$ cat config.mk
export PLATFORM = sky130hd
export DESIGN_NAME = lilypad_rider_flat
export DESIGN_NICKNAME = d
export VERILOG_FILES = /design/src/rtl/frogger_pkg.sv /design/src/rtl/lilypad_rider_if.sv /design/src/rtl/box_contains.sv /design/src/rtl/lilypad_rider.sv /design/src/flat_wrapper.sv
export SDC_FILE = /design/constraint.sdc
export NUM_CORES = 1
export LEC_CHECK = 0
export CAP_MARGIN = 15
export CORE_ASPECT_RATIO = 2
export CORE_MARGIN = 1
export CORE_UTILIZATION = 45
export CTS_BUF_LIST = sky130_fd_sc_hd__clkbuf_8
export DETAILED_ROUTE_END_ITERATION = 7
export PLACE_DENSITY_LB_ADDON = 0.12
export SYNTH_ARGS = -nofsm -noshare
export SYNTH_HDL_FRONTEND = slang
export SYNTH_SLANG_ARGS = --single-unit
$ cat constraint.sdc
create_clock -name frame_clk -period 6.24 [get_ports frame_clk]
set_input_delay 0.624 -clock frame_clk [delete_from_list [all_inputs] [get_ports frame_clk]]
set_output_delay 0.624 -clock frame_clk [all_outputs]
set_load 0.01 [all_outputs]
$ cat src/rtl/frogger_pkg.sv
// Shared Frogger definitions: rider FSM states, screen/coordinate constants
// and the 11-to-12 bit sign-extension helper used by the overlap tests.
package frogger_pkg;

    localparam int SCREEN_W = 640;
    localparam int COORD_W  = 11;

    typedef enum logic [1:0] {
        IDLE,
        RIDING,
        GRACE,
        DROWNED
    } rider_state_t;

    function automatic logic signed [COORD_W:0] sext12(input logic [COORD_W-1:0] v);
        return {v[COORD_W-1], v};
    endfunction

endpackage

$ cat src/rtl/lilypad_rider_if.sv
// Frog/lilypad geometry in, carry and drown status out; master is the frog
// controller side, slave is the rider.
interface lilypad_rider_if;
    import frogger_pkg::*;

    logic [COORD_W-1:0] FrogX;
    logic [COORD_W-1:0] FrogY;
    logic [COORD_W-1:0] FrogW;
    logic [COORD_W-1:0] FrogH;
    logic [COORD_W-1:0] LPadX;
    logic [COORD_W-1:0] LPadY;
    logic [COORD_W-1:0] LPad_Width;
    logic [COORD_W-1:0] LPad_Height;
    logic               In_River;
    logic               Frog_Hop;
    logic               Respawn;
    logic [COORD_W-1:0] Carry_DX;
    logic               Riding;
    logic               Drown;
    logic               Drowned;

    modport master (
        output FrogX, FrogY, FrogW, FrogH,
        output LPadX, LPadY, LPad_Width, LPad_Height,
        output In_River, Frog_Hop, Respawn,
        input  Carry_DX, Riding, Drown, Drowned
    );

    modport slave (
        input  FrogX, FrogY, FrogW, FrogH,
        input  LPadX, LPadY, LPad_Width, LPad_Height,
        input  In_River, Frog_Hop, Respawn,
        output Carry_DX, Riding, Drown, Drowned
    );

endinterface

$ cat src/rtl/box_contains.sv
// Combinational signed point-in-rectangle test on 12-bit coordinates;
// the right and bottom edges are exclusive.
module box_contains (
    input  logic signed [11:0] pointX_i,
    input  logic signed [11:0] pointY_i,
    input  logic signed [11:0] boxX_i,
    input  logic signed [11:0] boxY_i,
    input  logic signed [11:0] boxW_i,
    input  logic signed [11:0] boxH_i,
    output logic               inside_o
);

    logic signed [11:0] boxRight;
    logic signed [11:0] boxBottom;

    assign boxRight  = boxX_i + boxW_i;
    assign boxBottom = boxY_i + boxH_i;

    assign inside_o = (pointX_i >= boxX_i) && (pointX_i < boxRight) &&
                      (pointY_i >= boxY_i) && (pointY_i < boxBottom);

endmodule

$ cat src/rtl/lilypad_rider.sv
// Decides each frame whether the frog rides the lilypad, emits the pad's
// per-frame X carry, and runs the off-pad grace timer that ends in a drowning.
module lilypad_rider
    import frogger_pkg::*;
#(
    parameter int GRACE_FRAMES = 2,
    parameter int MAX_STEP     = 16
) (
    input  logic           Reset,
    input  logic           frame_clk,
    lilypad_rider_if.slave bus
);

    localparam logic [2:0] GRACE_LIMIT = 3'(GRACE_FRAMES);
    localparam logic signed [COORD_W-1:0] STEP_POS = COORD_W'(MAX_STEP);
    localparam logic signed [COORD_W-1:0] STEP_NEG = -STEP_POS;

    rider_state_t          state_q, state_d;
    logic [2:0]            grace_q, grace_d;
    logic [COORD_W-1:0]    prevX_q;
    logic                  prevValid_q;
    logic [COORD_W-1:0]    carryDx_q, carryDx_d;
    logic                  riding_q, riding_d;
    logic                  drown_q, drown_d;
    logic                  drowned_q, drowned_d;

    logic signed [COORD_W:0]   centreX;
    logic signed [COORD_W:0]   centreY;
    logic                      onPad;
    logic signed [COORD_W-1:0] padDelta;
    logic signed [COORD_W-1:0] deltaEff;

    assign centreX = sext12(bus.FrogX) + sext12({1'b0, bus.FrogW[COORD_W-1:1]});
    assign centreY = sext12(bus.FrogY) + sext12({1'b0, bus.FrogH[COORD_W-1:1]});

    box_contains uPadTest (
        .pointX_i (centreX),
        .pointY_i (centreY),
        .boxX_i   (sext12(bus.LPadX)),
        .boxY_i   (sext12(bus.LPadY)),
        .boxW_i   (sext12(bus.LPad_Width)),
        .boxH_i   (sext12(bus.LPad_Height)),
        .inside_o (onPad)
    );

    // Large jumps are screen-wrap teleports, not motion the frog should follow.
    always_comb begin
        padDelta = bus.LPadX - prevX_q;
        deltaEff = padDelta;
        if (!prevValid_q || (padDelta > STEP_POS) || (padDelta < STEP_NEG)) begin
            deltaEff = '0;
        end
    end

    always_comb begin
        state_d   = state_q;
        grace_d   = '0;
        if (state_q == DROWNED) begin
            state_d = bus.Respawn ? IDLE : DROWNED;
        end else if (bus.Frog_Hop || !bus.In_River) begin
            state_d = IDLE;
        end else if (onPad) begin
            state_d = RIDING;
        end else if (grace_q >= GRACE_LIMIT) begin
            state_d = DROWNED;
        end else begin
            state_d = GRACE;
            grace_d = (grace_q == 3'd7) ? 3'd7 : grace_q + 3'd1;
        end

        carryDx_d = (state_d == RIDING) ? deltaEff : '0;
        riding_d  = (state_d == RIDING);
        drowned_d = (state_d == DROWNED);
        drown_d   = (state_d == DROWNED) && (state_q != DROWNED);
    end

    always_ff @(posedge frame_clk or posedge Reset) begin
        if (Reset) begin
            state_q     <= IDLE;
            grace_q     <= '0;
            prevX_q     <= '0;
            prevValid_q <= 1'b0;
            carryDx_q   <= '0;
            riding_q    <= 1'b0;
            drown_q     <= 1'b0;
            drowned_q   <= 1'b0;
        end else begin
            state_q     <= state_d;
            grace_q     <= grace_d;
            prevX_q     <= bus.LPadX;
            prevValid_q <= 1'b1;
            carryDx_q   <= carryDx_d;
            riding_q    <= riding_d;
            drown_q     <= drown_d;
            drowned_q   <= drowned_d;
        end
    end

    assign bus.Carry_DX = carryDx_q;
    assign bus.Riding   = riding_q;
    assign bus.Drown    = drown_q;
    assign bus.Drowned  = drowned_q;

endmodule

$ cat src/flat_wrapper.sv
// flat-port wrapper written by rule: the top's interface ports become plain ports
module lilypad_rider_flat import frogger_pkg::*;
#(
    parameter int GRACE_FRAMES = 2,
    parameter int MAX_STEP     = 16
)
  (Reset, frame_clk, bus_FrogX, bus_FrogY, bus_FrogW, bus_FrogH, bus_LPadX, bus_LPadY, bus_LPad_Width, bus_LPad_Height, bus_In_River, bus_Frog_Hop, bus_Respawn, bus_Carry_DX, bus_Riding, bus_Drown, bus_Drowned);
  lilypad_rider_if bus_i ();
  input  logic Reset;
  input  logic frame_clk;
  input wire logic [$bits(bus_i.FrogX)-1:0] bus_FrogX;
  input wire logic [$bits(bus_i.FrogY)-1:0] bus_FrogY;
  input wire logic [$bits(bus_i.FrogW)-1:0] bus_FrogW;
  input wire logic [$bits(bus_i.FrogH)-1:0] bus_FrogH;
  input wire logic [$bits(bus_i.LPadX)-1:0] bus_LPadX;
  input wire logic [$bits(bus_i.LPadY)-1:0] bus_LPadY;
  input wire logic [$bits(bus_i.LPad_Width)-1:0] bus_LPad_Width;
  input wire logic [$bits(bus_i.LPad_Height)-1:0] bus_LPad_Height;
  input wire logic [$bits(bus_i.In_River)-1:0] bus_In_River;
  input wire logic [$bits(bus_i.Frog_Hop)-1:0] bus_Frog_Hop;
  input wire logic [$bits(bus_i.Respawn)-1:0] bus_Respawn;
  output wire logic [$bits(bus_i.Carry_DX)-1:0] bus_Carry_DX;
  output wire logic [$bits(bus_i.Riding)-1:0] bus_Riding;
  output wire logic [$bits(bus_i.Drown)-1:0] bus_Drown;
  output wire logic [$bits(bus_i.Drowned)-1:0] bus_Drowned;
  assign bus_i.FrogX = bus_FrogX;
  assign bus_i.FrogY = bus_FrogY;
  assign bus_i.FrogW = bus_FrogW;
  assign bus_i.FrogH = bus_FrogH;
  assign bus_i.LPadX = bus_LPadX;
  assign bus_i.LPadY = bus_LPadY;
  assign bus_i.LPad_Width = bus_LPad_Width;
  assign bus_i.LPad_Height = bus_LPad_Height;
  assign bus_i.In_River = bus_In_River;
  assign bus_i.Frog_Hop = bus_Frog_Hop;
  assign bus_i.Respawn = bus_Respawn;
  assign bus_Carry_DX = bus_i.Carry_DX;
  assign bus_Riding = bus_i.Riding;
  assign bus_Drown = bus_i.Drown;
  assign bus_Drowned = bus_i.Drowned;
  lilypad_rider #(.GRACE_FRAMES(GRACE_FRAMES), .MAX_STEP(MAX_STEP)) u_core (.Reset(Reset), .frame_clk(frame_clk), .bus(bus_i));
endmodule
==> results_dict.tcl <==
set metrics [dict create \
    switching_share_pct 40.0 \
    hold_path.class "reg -> reg" \
    finalHoldViolCount 0 \
    p_sw_uw 351 \
    cts_sinks 31 \
    layout_commonest_cell "clkdlybuf4s50_1" \
    drc 0 \
    synth_cell_types 67 \
    firstDrtPassIters 4 \
    chipHeight_um 142 \
    coreArea_mm2 0.00945 \
    antenna_found_initial 0 \
    syn-cell-area_mm2 0.00441 \
    die_x_um 72.0 \
    peakVddDrop_mv 0.0951 \
    yosysWarnings 0 \
    startpoint_type "input port" \
    finalPower_uw 878 \
    finalSetupViolCount 0 \
    gp_congestion 0.862 \
    seq_area_frac_synth_pct 17.6 \
    critPathMaxFanout 11 \
    via_per_inst 5.46 \
    h-tree-depth 2 \
    post_drt_wl_per_cell_um 14.7 \
    seqPwrFrac_pct 24.0 \
    slew_viol_final 0 \
    cts_tree "done" \
    synth-main-ff-cell "dfrtp_1" \
    final_cell_mix "104 x clkdlybuf4s50_1, 97 x ha_1, 58 x inv_1, 45 x a21oi_1, 31 x dfrtp_1" \
    period_needed_ns 5.12 \
    post_cts_buffers 0 \
    grt_overflow 0 \
    synth_edf_count 0 \
    grt_pass1_wl_um 17900 \
    status "finished clean" \
    worst_pin_slew_ns 0.806 \
    synth_top_family_by_area "adder cells" \
    ios 107 \
    drv_cap 0 \
    p_leak_nw 2.66 \
    worstPathArrival_ns 5.34 \
    reg2reg_depth 10 \
    slew_headroom_pct 44.9 \
    synth-simple-area-share_pct 15.9 \
    drive_gt1_share_pct 4.23 \
    ys_top_cells_by_area "ha_1 28%, dfrtp_1 18%, a21oi_1 5.1%" \
    clk_latency_ns 0.29 \
    path_class "in -> reg" \
    cpPeakStageDelay_ns 0.53 \
    yosys.area_share.xor_xnor_pct 6.75 \
    synth.net_count 698 \
    grt_pass1_vias 4324 \
    synth_top_area_share_pct 27.5 \
    ant_nets 0 \
    port_buffers 104 \
    wl_um 10900 \
    synth_seq_cells 31 \
    p_per_area_mw_per_mm2 154 \
    worstPathCellList "clkdlybuf4s50_1 > ha_1 > a21o_1 > a21oi_1 > o21bai_1 > a21oi_1 > o21ai_0 > a211oi_1 > nor2_1 > nor3b_1 > ha_1 > nor3b_1 > o22ai_1 > a311oi_1 > o31ai_1 > a31oi_1 > o211ai_1 > a2111oi_4 > nor3b_2" \
    setup_tns_ns 0 \
    clk_pin_slew_ns 0.07 \
    hold_depth 1 \
    finalCritPeriodShare_pct 82.1 \
    clkPwrFrac_pct 17.3 \
    synth.largest_area_cell "ha_1" \
    timing.fmax_mhz 195 \
    cts_hold_buf 0 \
    fin_util_pct 60.3 \
    crit_path_end_kind "register" \
    busiest_layer "met2" \
    ctsResizeCount 0 \
    placed_area_mm2 0.00561 \
    synthCells 503 \
    p_comb_share_pct 58.7 \
    area_growth_pct 29.0 \
    grt.met2_usage_pct 48.2 \
    gr-usage-met1_pct 18.2 \
    groute.layer.met3.usage_pct 2.20 \
    dp.cells 737 \
    final.fill_count 852 \
    worst_slack_ns 1.12 \
    critPathRequiredTime_ns 6.46 \
    instances_no_fill 745 \
    synth_mux_area_share_pct 0.965 \
    dp_hpwl_um 9600 \
    n_antenna_cell 0 \
    slowest_stage "a2111oi_4" \
    fin_area_mm2 0.00569 \
    avgSynthCellArea_um2 8.77 \
    num_rows 50 \
    hold_slack_ns 0.460 \
    grt_max_degree 32 \
    rsz0062_at_grt "false" \
    synth_compound_area_share_pct 23.9 \
    nets 809 \
    async_reset_ff_share_pct 100 \
    drt-initial-drc-count 98 \
    cts_root_buffer "clkbuf_8" \
    clk_path_buf_depth 2 \
    synthAdderAreaFrac_pct 29.8 \
    track_usage_pct 22.4 \
    cts_inserted_buffers 5 \
    die_area_mm2 0.0102 \
    power.internal_uw 527 \
    start_util_pct 46.7 \
    dp_worst_setup_slack_ns 0.792 \
    vias 4068 \
    skew_ns 0.00639 \
]
## layer usage
layer / vias up / wire (µm)
li1: 2065 / -
met1: 1886 / 3650
met2: 95 / 6640
met3: 22 / 287
met4: 0 / 373
met5: - / 0
## critical path: cells and delay by family
kind,cells,cell delay (ns)
buffers and inverters,1,0.46
AND/OR/NAND/NOR,4,0.96
adder cells (fa/ha/maj),2,0.58
AO/OA/AOI/OAI,12,2.71
## layout make-up
cell class | count | area (µm²) | area share [%]
Clock buffer | 5 | 68.8 | 1.21
Clock inverter | 3 | 12.5 | 0.220
Inverter | 56 | 210 | 3.69
Multi-Input combinational cell | 415 | 3410 | 60.0
Sequential cell | 31 | 776 | 13.6
Tap cell | 130 | 163 | 2.86
Timing Repair Buffer | 105 | 1050 | 18.4
## power by group through the flow
stage	Sequential, mW	Combinational, mW	Clock, mW
final	0.210	0.515	0.152
after global placement	0.214	0.500	0
after floorplan	0.214	0.352	0
after global routing	0.211	0.584	0.163
after CTS	0.210	0.520	0.155
after detailed placement	0.214	0.516	0
## state kept, by name (all words and copies together) (netlist names)
| register | flops |
|---|---|
| u_core.state_q | 2 |
| u_core.bus.Riding | 1 |
| u_core.grace_q | 3 |
| u_core.prevValid_q | 1 |
| u_core.bus.Carry_DX | 11 |
| u_core.prevX_q | 11 |
| u_core.bus.Drown | 1 |
| u_core.bus.Drowned | 1 |
## kinds of logic (layout without fill, tap and decap cells)
| logic type | after synthesis | after routing |
|---|---|---|
| mux | 4 | 4 |
| xor+xnor | 34 | 34 |
| other cells | 1 | 1 |
| flops | 31 | 31 |
| compound gates | 152 | 152 |
| fa+ha+maj | 102 | 102 |
| buf+inv | 57 | 169 |
| simple gates | 122 | 122 |
## synth_stat cells (3+ instances only)
| cell | n |
|---|---|
| nand3_1 | 7 |
| a211oi_1 | 6 |
| nand4_1 | 6 |
| o21bai_1 | 6 |
| o22ai_1 | 3 |
| a21oi_1 | 45 |
| nor3b_1 | 5 |
| and2_1 | 10 |
| nand2b_1 | 7 |
| o21a_1 | 8 |
| nand3b_1 | 5 |
| nor2b_1 | 9 |
| nand2_1 | 23 |
| xnor2_1 | 20 |
| ha_1 | 97 |
| a21o_1 | 17 |
| o211ai_1 | 6 |
| o21ai_0 | 27 |
| dfrtp_1 | 31 |
| xor2_1 | 14 |
| nor3_1 | 9 |
| inv_1 | 56 |
| nor2_1 | 20 |
| fa_1 | 5 |
| o31ai_1 | 6 |
## final timing paths
| path | slack (ns) | from | end |
|---|---|---|---|
| min reg2reg | 0.46 | u_core.grace_q[2] | u_core.grace_q[0] |
| min in group asynchronous | 0.72 | Reset | u_core.prevX_q[8] |
| max | 1.12 | bus_FrogH[2] | u_core.bus.Carry_DX[3] |
| min | 0.46 | u_core.grace_q[2] | u_core.grace_q[0] |
| max in group asynchronous | 5.24 | Reset | u_core.bus.Carry_DX[0] |
| max reg2reg | 2.85 | u_core.prevX_q[1] | u_core.bus.Carry_DX[3] |
(Power assumes the default switching activity.)
